--- src/rtl/score_table_ctrl.sv ---
// rtl/score_table_ctrl.sv - arbiter/sequencer for the per-user score RAM with keep-best store and high-score scan
module score_table_ctrl #(
    parameter int ADDR_W = 3,
    parameter int DATA_W = 8
) (
    input  logic              clk,
    input  logic              rst,
    input  logic              clear_req,
    output logic              clear_ack,
    input  logic              store_req,
    input  logic [ADDR_W-1:0] store_id,
    input  logic [DATA_W-1:0] store_score,
    output logic              store_ack,
    output logic              store_wrote,
    input  logic              scan_req,
    output logic              scan_ack,
    output logic [DATA_W-1:0] high_score,
    output logic [ADDR_W-1:0] high_id,
    input  logic              rd_req,
    input  logic [ADDR_W-1:0] rd_id,
    output logic              rd_ack,
    output logic [DATA_W-1:0] rd_data,
    output logic              busy,
    output logic [ADDR_W-1:0] ram_addr,
    output logic [DATA_W-1:0] ram_wdata,
    output logic              ram_we,
    input  logic [DATA_W-1:0] ram_rdata
);

    typedef enum logic [3:0] {
        IDLE, CLR, ST_RD, ST_CMP, SC_RUN, SC_DONE, RD_A, RD_D, RD_DONE
    } state_t;

    // Last table entry (clear end) and the extra scan cycle that consumes entry 7's read data.
    localparam logic [ADDR_W:0] K_LAST = {1'b0, {ADDR_W{1'b1}}};
    localparam logic [ADDR_W:0] K_END  = {1'b1, {ADDR_W{1'b0}}};

    state_t            state;
    state_t            state_nx;
    logic [ADDR_W:0]   k;
    logic [ADDR_W-1:0] op_id;
    logic [DATA_W-1:0] op_score;
    logic [DATA_W-1:0] run_max;
    logic [ADDR_W-1:0] run_id;
    logic              store_better;
    logic              scan_gt;
    logic [ADDR_W-1:0] scan_id;

    // Read data in ST_CMP is the stored entry; strict compare makes ties keep the old score.
    assign store_better = (state == ST_CMP) && (op_score > ram_rdata);
    // During scan, ram_rdata belongs to the entry addressed one cycle earlier (k-1).
    assign scan_gt      = ram_rdata > run_max;
    assign scan_id      = k[ADDR_W-1:0] - ADDR_W'(1);

    // State register
    always_ff @(posedge clk) begin
        if (rst) begin
            state <= IDLE;
        end else begin
            state <= state_nx;
        end
    end

    // Next-state: fixed-priority acceptance in IDLE, fixed-length sequences elsewhere
    always_comb begin
        state_nx = state;
        case (state)
            IDLE: begin
                if (clear_req)      state_nx = CLR;
                else if (store_req) state_nx = ST_RD;
                else if (scan_req)  state_nx = SC_RUN;
                else if (rd_req)    state_nx = RD_A;
            end
            CLR:     if (k == K_LAST) state_nx = IDLE;
            ST_RD:   state_nx = ST_CMP;
            ST_CMP:  state_nx = IDLE;
            SC_RUN:  if (k == K_END) state_nx = SC_DONE;
            SC_DONE: state_nx = IDLE;
            RD_A:    state_nx = RD_D;
            RD_D:    state_nx = RD_DONE;
            RD_DONE: state_nx = IDLE;
            default: state_nx = IDLE;
        endcase
    end

    // Datapath: operand capture, sequence counter, running max and result registers
    always_ff @(posedge clk) begin
        if (rst) begin
            k          <= '0;
            op_id      <= '0;
            op_score   <= '0;
            run_max    <= '0;
            run_id     <= '0;
            high_score <= '0;
            high_id    <= '0;
            rd_data    <= '0;
        end else begin
            case (state)
                IDLE: begin
                    k       <= '0;
                    run_max <= '0;
                    run_id  <= '0;
                    if (state_nx == ST_RD) begin
                        op_id    <= store_id;
                        op_score <= store_score;
                    end else if (state_nx == RD_A) begin
                        op_id <= rd_id;
                    end
                end
                CLR: begin
                    k <= k + 1'b1;
                    if (k == K_LAST) begin
                        k          <= '0;
                        high_score <= '0;
                        high_id    <= '0;
                    end
                end
                ST_CMP: begin
                    // Keep the cached maximum current so a scan is not needed after each store.
                    if (store_better && (op_score > high_score)) begin
                        high_score <= op_score;
                        high_id    <= op_id;
                    end
                end
                SC_RUN: begin
                    k <= k + 1'b1;
                    if ((k != '0) && scan_gt) begin
                        run_max <= ram_rdata;
                        run_id  <= scan_id;
                    end
                    if (k == K_END) begin
                        k          <= '0;
                        high_score <= scan_gt ? ram_rdata : run_max;
                        high_id    <= scan_gt ? scan_id : run_id;
                    end
                end
                RD_D: begin
                    rd_data <= ram_rdata;
                end
                default: begin
                end
            endcase
        end
    end

    // Outputs: RAM port, acks and status decoded from state
    always_comb begin
        ram_addr    = '0;
        ram_wdata   = '0;
        ram_we      = 1'b0;
        clear_ack   = 1'b0;
        store_ack   = 1'b0;
        store_wrote = 1'b0;
        scan_ack    = 1'b0;
        rd_ack      = 1'b0;
        busy        = (state != IDLE);
        case (state)
            CLR: begin
                ram_addr  = k[ADDR_W-1:0];
                ram_we    = 1'b1;
                clear_ack = (k == K_LAST);
            end
            ST_RD: begin
                ram_addr = op_id;
            end
            ST_CMP: begin
                ram_addr    = op_id;
                ram_wdata   = op_score;
                ram_we      = store_better;
                store_wrote = store_better;
                store_ack   = 1'b1;
            end
            SC_RUN: begin
                ram_addr = k[ADDR_W-1:0];
            end
            SC_DONE: begin
                scan_ack = 1'b1;
            end
            RD_A: begin
                ram_addr = op_id;
            end
            RD_DONE: begin
                rd_ack = 1'b1;
            end
            default: begin
            end
        endcase
        // Reset must never let a write reach the RAM, even before state is known.
        if (rst) begin
            ram_we = 1'b0;
        end
    end

endmodule
--- config.mk ---
export PLATFORM = sky130hd
export DESIGN_NAME = score_table_ctrl
export DESIGN_NICKNAME = d
export VERILOG_FILES = /design/src/rtl/score_table_ctrl.sv
export SDC_FILE = /design/constraint.sdc
export NUM_CORES = 1
export LEC_CHECK = 0
export CORE_ASPECT_RATIO = 0.8
export CORE_MARGIN = 2
export CORE_UTILIZATION = 52
export DETAILED_ROUTE_END_ITERATION = 10
export GPL_ROUTABILITY_DRIVEN = 1
export PLACE_DENSITY = 0.81
export SYNTH_ARGS = -nofsm -noshare
export SYNTH_HDL_FRONTEND = slang
export SYNTH_SLANG_ARGS = --single-unit
--- constraint.sdc ---
create_clock -name clk -period 4 [get_ports clk]
set_input_delay 1.2 -clock clk [delete_from_list [all_inputs] [get_ports clk]]
set_output_delay 1.2 -clock clk [all_outputs]
set_load 0.02 [all_outputs]
## Yosys cells after proc, flatten, opt, wreduce, memory -nomap -nowiden

Cells that the tools add are included.

- Word-level logic and storage cells: 81
- Bits in registers: 49
- Bits of input ports: 28

- Reduce and logical (&&, ||, !) cells: 16
- Magnitude comparators: 3
- Eq/ne operators: 16
- Add/sub/neg operators: 2
- Muxes and demuxes: 35

Operators by type and width:

| kind | number |
|---|---|
| $mux W8 | 6 |
| $mux W4 | 8 |
| $eq A4 B3 Y1 const B | 6 |
| $gt A8 B8 Y1 | 3 |
| $pmux W4 S6 | 1 |
| $pmux W8 S3 | 1 |
| $mux W3 | 7 |
| $pmux W8 S2 | 1 |
| $eq A4 B2 Y1 const B | 3 |
| $pmux W3 S2 | 2 |
| $pmux W4 S3 | 1 |
| $pmux W3 S3 | 1 |
| $eq A4 B4 Y1 const B | 2 |
| $reduce_bool A4 Y1 | 2 |
| $mux W1 | 6 |
| $ne A2 B2 Y1 const B | 3 |
| $reduce_and A2 Y1 | 3 |
| $reduce_bool A3 Y1 | 2 |
| $add A4 B1 Y4 const B | 1 |
| $eq A4 B1 Y1 const B | 1 |
| $logic_not A4 Y1 | 1 |
| $reduce_and A4 Y1 | 1 |
| $reduce_bool A2 Y1 | 2 |
| $logic_and A1 B1 Y1 | 3 |
| other kinds (5) | 5 |

## Depth between registers and ports, before layout

Gate-level depths: netlist of the first run.

- Depth after elaboration: 8
- Depth in mapped cells: 10
- Gate-level depth less buffers: 9

## Worst setup path before layout of the first run

No wires, ideal clock.

- Kind: input-to-output
- Start: input port ram_rdata[7]
- End: output port ram_we
- Path buffers: 0
- Cell stages on the path: 7
- Data arrival time: 2.588 ns
- Path slack: 0.212 ns
- Cell sequence: inv_1 -> ha_1 -> nand4_1 -> or3_1 -> nor3b_2 -> a21oi_2 -> a21oi_1

- Word-level cells in the longest chain between the ends: 4

Ends and longest elaborated chain:

| item | line | source |
|---|---|---|
| start: declaration | 27 | `input logic [DATA_W-1:0] ram_rdata` |
| $gt A8 B8 Y1 | 50 | `assign store_better = (state == ST_CMP) && (op_score > ram_rdata);` |
| $logic_and A1 B1 Y1 | 50 |  |
| $pmux W1 S2 | 157 | `case (state)` |
| $mux W1 | 189 | `if (rst) begin` |
| end: declaration | 26 | `output logic ram_we,` |

No other way between the ends.

## Worst setup path after layout of the first run

- Start: input port ram_rdata[7]
- End: output port store_wrote

- Word-level cells in the longest chain between the ends: 3

Ends and longest elaborated chain:

| item | line | source |
|---|---|---|
| $gt A8 B8 Y1 | 50 |  |
| $logic_and A1 B1 Y1 | 50 |  |
| $mux W1 | 157 |  |
| end: declaration | 14 | `output logic store_wrote,` |

No other way between the ends.

==> summary.md, run 1 <==
| Metric | Value |
|---|---|
| Status | `finished clean` |
| Detailed-route DRC error count | `0` |
| Yosys cell types | `51` |
| Primary FF master, synth | `dfxtp_1` |
| WP data arrival | `2.80 ns` |
| CTS Buf Count | `5` |
| Cell area power density | `295 nW/µm²` |
| Initial antenna violation count | `0` |
| Max Freq | `250 MHz` |
| Critical path class | `input pin to output pin` |
| Vias in the first global route | `2867` |
| Slew headroom | `0.481` |
| HPWL Detailed | `6370 µm` |
| Flop-to-flop setup slack | `~1.2 ns` |
| Post-Syn Instances | `394` |
| R2R Path End | `high_id[0]$_SDFFE_PP0P_` |
| Period utilization | `1.00` |
| Leak | `1.64 nW` |
| Layout net count | `524` |
| Avg Cell Area, Syn | `a little under 8 µm²` |
| CTS sink count | `49` |
| GR Overflow Total | `0` |
| Max_cap viols | `0` |
| FF-to-FF path depth | `12` |
| Antenna viol nets, final | `0` |
| Layout Skew | `0.0108 ns` |
| Fill count | `495` |
| CTS Buffer Depth | `2` |
| # IOs | `65` |
| DRT Pass-1 Iters | `4` |
| Cell area after layout | `just over 4000 µm²` |
| Worst reg2reg path startpoint | `op_score[7]$_SDFFE_PP0P_` |
| Total GRT Usage | `0.264` |
| Clock H-tree levels | `2` |
| Ys async rst share | `0` |
| Dpl cell area | `3880 µm²` |
| First-pass GRT wire length | `13800 µm` |
| Crit start category | `input pin` |
| Final min period | `4.00 ns` |
| Multi-input gate area | `1970 µm²` |
| CTS tree | `done` |
| Share of cells above drive strength 1 | `0.140` |
| Worst Path Required | `2.80 ns` |
| Via-to-Cell Ratio | `approximately 5.7` |
| Final WL | `between 8000 and 9000 µm` |
| Clk_lat worst skew | `0.31 ns` |
| Tot Pwr | `1.20 mW` |
| WL/cell | `between 15 and 20 µm` |
| Root Buffer | `clkbuf_8` |
| Sequential-to-total area share from yosys stat | `0.318` |
| Worst-path fanout max | `2` |
| Hold Path Cell Cnt | `2` |
| Hold crit path type | `flip-flop to flip-flop` |
| Register Area | `a little under 1000 µm²` |
| IO buf count | `between 60 and 70` |
| Core footprint | `5820 µm²` |
| CTS clock-pin slew for the worst setup and hold paths | `0.08 ns` |
| Rows | `25` |
| DIE AREA | `6580 µm²` |
| Max-slew violation count | `0` |
| Final Hold Fails | `0` |
| Largest net degree at the start of global routing | `40` |
| EDFF count, synth | `0` |
| Hold path start | `run_max[6]$_SDFFE_PP0P_` |
| Placer Congestion | `0.896` |
| Yosys reg bits | `49` |
| YS warnings | `0` |
| Hold EP | `run_max[6]$_SDFFE_PP0P_` |
| Mapped Area | `3090 µm²` |
| CP endpoint kind | `output pin` |
| Synth-to-layout area growth | `31.6%` |
| Final setup violation count | `0` |
| Initial DRC count | `258` |
| Die span in x | `between 90 and 100 µm` |
| Initial Util | `0.531` |
| Antenna diode count | `0` |
| Vias | `~3200` |
| Actual slew at the worst max-slew pin | `0.778 ns` |
| Post-synthesis net count | `448` |
| Worst IR drop on VDD | `between 150 and 200 µV` |
| Die Y | `72.9 µm` |
## report_power, final
group | internal [mW] | switching, mW
Combinational | 0.160 | 0.205
Sequential | 0.511 | 0.0347
Clock | 0.122 | 0.166
Total | 0.793 | 0.406
## per-layer routing
layer	GRT usage	share of wire	vias to the layer above
li1	-	-	1543
met1	0.344	0.42	1465
met2	0.449	0.49	137
met3	0.0413	0.067	19
met4	0.104	0.030	0
met5	0	0	-
## state kept, by name, summed over array words and instances, names as in the netlist
register,count
op_id,3
state,4
rd_data,8
op_score,8
high_id,3
run_max,8
k,4
high_score,8
run_id,3
## cells in the mapped netlist, types with 3 or more instances
cell type   n  area (µm²)
nand3_1    13        65.1
nand2_1    48         180
a21oi_1    58         290
and2_1     10        62.6
o21ai_1     4        20.0
a211oi_1    4        30.0
o211ai_1    3        22.5
o221ai_1    7        61.3
clkbuf_1   11        41.3
nand2b_1    3        18.8
nor2b_1     4        25.0
o21ai_0    10        50.1
ha_1       26         325
buf_2       4        20.0
and3_1      4        25.0
nor2_1     35         131
xor2_1      3        26.3
a21o_1      3        22.5
nand4_1     6        37.5
inv_1      31         116
mux2i_1    19         190
dfxtp_1    49         981
## worst max-delay path, stage by stage
cell	delay, ns
buf_8	0.08
inv_4	0.04
ha_4	0.25
nand4_1	0.12
or3_1	0.43
and3_1	0.20
a21oi_2	0.18
buf_4	0.15
inv_2	0.03
buf_6	0.12
## per-stage QoR
step                cells  setup slack [ns]  setup TNS [ns]  utilization  hold slack [ns]
floorplan             394             0.212               0            -            0.428
global placement      539            -0.827           -1.57        0.667            0.439
detailed placement    539            -0.873           -1.64        0.667            0.445
CTS                   550           0.00183               0        0.695            0.456
global route          552           -0.0602          -0.100        0.699            0.475
finish                552          0.000102               0        0.699            0.454
## cell type report
cell class,instances,share of cell area
Tap cell,81,0.0249
Inverter,31,0.0298
Clock buffer,6,0.0178
Clock inverter,2,0.00246
Sequential cell,49,0.241
Timing Repair Buffer,88,0.199
Multi-Input combinational cell,295,0.484
## layout by cell type (no fill, tap or decap), drive strengths merged, types with 3 or more instances in the layout
cell / instances
a21oi: 59
clkdlybuf4s50: 54
dfxtp: 49
nand2: 48
nor2: 37
buf: 31
inv: 31
ha: 26
mux2i: 19
o21ai: 15
nand3: 14
and2: 10
clkbuf: 8
o221ai: 7
nand4: 6
and3: 4
nor2b: 4
a211oi: 4
a21o: 3
o211ai: 3
nand2b: 3
xor2: 3
## worst max path at each step
stage | end | start | depth (start not counted) | slack (ns)
2_1_floorplan | ram_we | ram_rdata[7] | 7 | 0.21
3_3_place_gp | store_wrote | ram_rdata[5] | 10 | -0.83
3_5_place_dp | store_wrote | ram_rdata[6] | 10 | -0.87
4_1_cts | store_wrote | ram_rdata[4] | 10 | 0.002
5_1_grt | store_wrote | ram_rdata[7] | 10 | -0.06
6_report | store_wrote | ram_rdata[7] | 10 | 0.0001
## cell families after synthesis
group	after synthesis	share of synthesized area
AND/OR/NAND/NOR	136	0.219
AO/OA/AOI/OAI	110	0.217
buffers and inverters	50	0.0672
flip-flops	49	0.318
adder cells (fa/ha/maj)	26	0.105
multiplexers	20	0.0652
XOR/XNOR	3	0.00851
## repair_timing
action	4_1_cts	5_1_grt
buffers inserted	3	2
pin swaps	8	5
resized for setup	42	17
hold buffers	0	0
setup endpoints to repair	2	2
endpoints found under the hold margin	0	0
Power figures use the tool's default switching activity.
==> run 2, diff against run 1 <==
--- a/config.mk
+++ b/config.mk
@@ -6,11 +6,11 @@
 export NUM_CORES = 1
 export LEC_CHECK = 0
 export CORE_ASPECT_RATIO = 0.8
-export CORE_MARGIN = 2
-export CORE_UTILIZATION = 52
+export CORE_MARGIN = 4
+export CORE_UTILIZATION = 55
 export DETAILED_ROUTE_END_ITERATION = 10
 export GPL_ROUTABILITY_DRIVEN = 1
-export PLACE_DENSITY = 0.81
+export PLACE_DENSITY = 0.85
 export SYNTH_ARGS = -nofsm -noshare
 export SYNTH_HDL_FRONTEND = slang
 export SYNTH_SLANG_ARGS = --single-unit
==> constraint.sdc (replaced) <==
create_clock -name clk -period 4.6 [get_ports clk]
set_input_delay 1.38 -clock clk [delete_from_list [all_inputs] [get_ports clk]]
set_output_delay 1.38 -clock clk [all_outputs]
set_load 0.02 [all_outputs]
==> summary.md, run 2 (synthesis results as in run 1) <==
| Metric | Value |
|---|---|
| Multi-input gate area | `1960 µm²` |
| Layout Skew | `0.00413 ns` |
| Layout net count | `517` |
| CTS tree | `done` |
| DIE AREA | `around 6900 µm²` |
| GR Overflow Total | `0` |
| Largest net degree at the start of global routing | `40` |
| Detailed-route DRC error count | `0` |
| Worst-path fanout max | `2` |
| IO buf count | `64` |
| Max-slew violation count | `0` |
| Final setup violation count | `0` |
| Rows | `24` |
| Worst path bufs/invs | `5` |
| Combinational power share | `0.292` |
| Sw frac | `0.349` |
| First-pass GRT wire length | `14300 µm` |
| Crit start category | `input pin` |
| CP Cell Sequence | `dlygate4sd2_1, inv_1, ha_1, nand2_1, or3_1, nor3b_2, a21oi_2, buf_4, inv_1, buf_4` |
| DRT Pass-1 Iters | `5` |
| CTS Buf Count | `5` |
| Max Freq | `222 MHz` |
| Flop pwr share | `0.458` |
| WL/cell | `between 15 and 20 µm` |
| Period utilization | `0.981` |
| Leak | `1.61 nW` |
| Max_cap viols | `0` |
| Cell area power density | `261 nW/µm²` |
| Cts hold-fix bufs | `0` |
| Actual slew at the worst max-slew pin | `roughly 0.93 ns` |
| Initial antenna violation count | `0` |
| Pint | `0.680 mW` |
| Slew headroom | `0.377` |
| Antenna diode count | `0` |
| Status | `finished clean` |
| Register Area | `~1000 µm²` |
| Final min period | `4.51 ns` |
| Share of cells above drive strength 1 | `0.108` |
| Sw power | `0.364 mW` |
| Clk_lat worst skew | `0.32 ns` |
| Synth-to-layout area growth | `29.3%` |
| Vias in the first global route | `3015` |
| # IOs | `65` |
| Commonest non-fill, non-tap cell in the layout | `a21oi_1` |
| HPWL Detailed | `6580 µm` |
| Tot Pwr | `1.04 mW` |
| Via-to-Cell Ratio | `between 5 and 6` |
| CTS clock-pin slew for the worst setup and hold paths | `0.09 ns` |
| Antenna viol nets, final | `0` |
| Fin cells | `between 500 and 600` |
| Placer Congestion | `0.879` |
| CTS sink count | `between 40 and 50` |
| Root Buffer | `clkbuf_8` |
| CP max-delay cell | `or3_1` |
| WP data arrival | `approximately 3.1 ns` |
| Fill count | `425` |
| Initial DRC count | `230` |
| Core footprint | `around 5400 µm²` |
| Final WL | `approximately 9000 µm` |
| Die Y | `75.0 µm` |
| CTS Buffer Depth | `2` |
| Commonest non-fill, non-tap cells in the layout | `a21oi_1, clkdlybuf4s50_1, dfxtp_1` |
| Hold crit path type | `flip-flop to flip-flop` |
| Total GRT Usage | `0.262` |
| Final Hold Fails | `0` |
| Clock H-tree levels | `2` |
| CP max stage delay | `around 0.35 ns` |
| RSZ-0062 raised after global routing | `no` |
| Clock share of power | `0.250` |
| Placed Instances | `around 530` |
| Vias | `3166` |
| Die span in x | `around 90 µm` |
| Crit path max-delay family | `buffers and inverters` |
| Worst IR drop on VDD | `around 130 µV` |
| Worst Path Required | `3.22 ns` |
| Critical path class | `input pin to output pin` |
| Initial Util | `0.568` |
| CP endpoint kind | `output pin` |
| Setup TNS | `0 ns` |
## run 2: per-layer routing
layer,routed length (µm),up-vias,GRT usage
li1,-,1518,-
met1,3840,1453,0.330
met2,3940,168,0.438
met3,753,27,0.0699
met4,291,0,0.102
met5,0,-,0
## run 2: cell type report
type                       instances  share of cell area
multi-input combinational        295               0.491
sequential                        49               0.246
timing repair buffer              81               0.188
inverter                          31              0.0291
tap                               78              0.0244
clock buffer                       5              0.0172
clock inverter                     3             0.00438
## run 2: worst paths after layout
kind                                                end  slack [ns]  depth (start not counted)                    start
worst max-delay path                        store_wrote        0.09                         10             ram_rdata[2]
worst min-delay path            run_max[3]$_SDFFE_PP0P_        0.46                          2  run_max[3]$_SDFFE_PP0P_
worst max register to register   run_id[1]$_SDFFE_PP0P_        1.68                          6      state[1]$_SDFF_PP0_
worst min register to register  run_max[3]$_SDFFE_PP0P_        0.46                          2  run_max[3]$_SDFFE_PP0P_
## run 2: power by group through the flow
stage | combinational (mW) | sequential [mW] | clock, mW
after floorplan | 0.197 | 0.476 | 0
after CTS | 0.301 | 0.477 | 0.262
after detailed placement | 0.297 | 0.486 | 0
final | 0.305 | 0.478 | 0.261
after global placement | 0.287 | 0.485 | 0
after global routing | 0.333 | 0.481 | 0.284
## run 2: what timing repair did
item,CTS,global route
buffers inserted,2,0
gates resized for setup,27,0
endpoints found under the setup margin,2,0
## run 2: worst register-to-register path, cell delays in order (launching register included)
cell,delay [ns]
dfxtp_1,0.52
nor2_1,0.38
and2_1,0.80
o21ai_1,0.23
o21a_1,0.40
or3_1,0.37
a21oi_1,0.16
## run 2: through the flow
step | setup WS (ns) | utilization | cell area [µm²] | hold WS, ns
floorplan | 0.452 | - | 3090 | 0.428
global placement | -0.597 | 0.708 | 3850 | 0.436
detailed placement | -0.655 | 0.708 | 3850 | 0.444
CTS | 0.149 | 0.735 | 4000 | 0.457
global route | 0.0263 | 0.735 | 4000 | 0.473
finish | 0.0875 | 0.735 | 4000 | 0.455
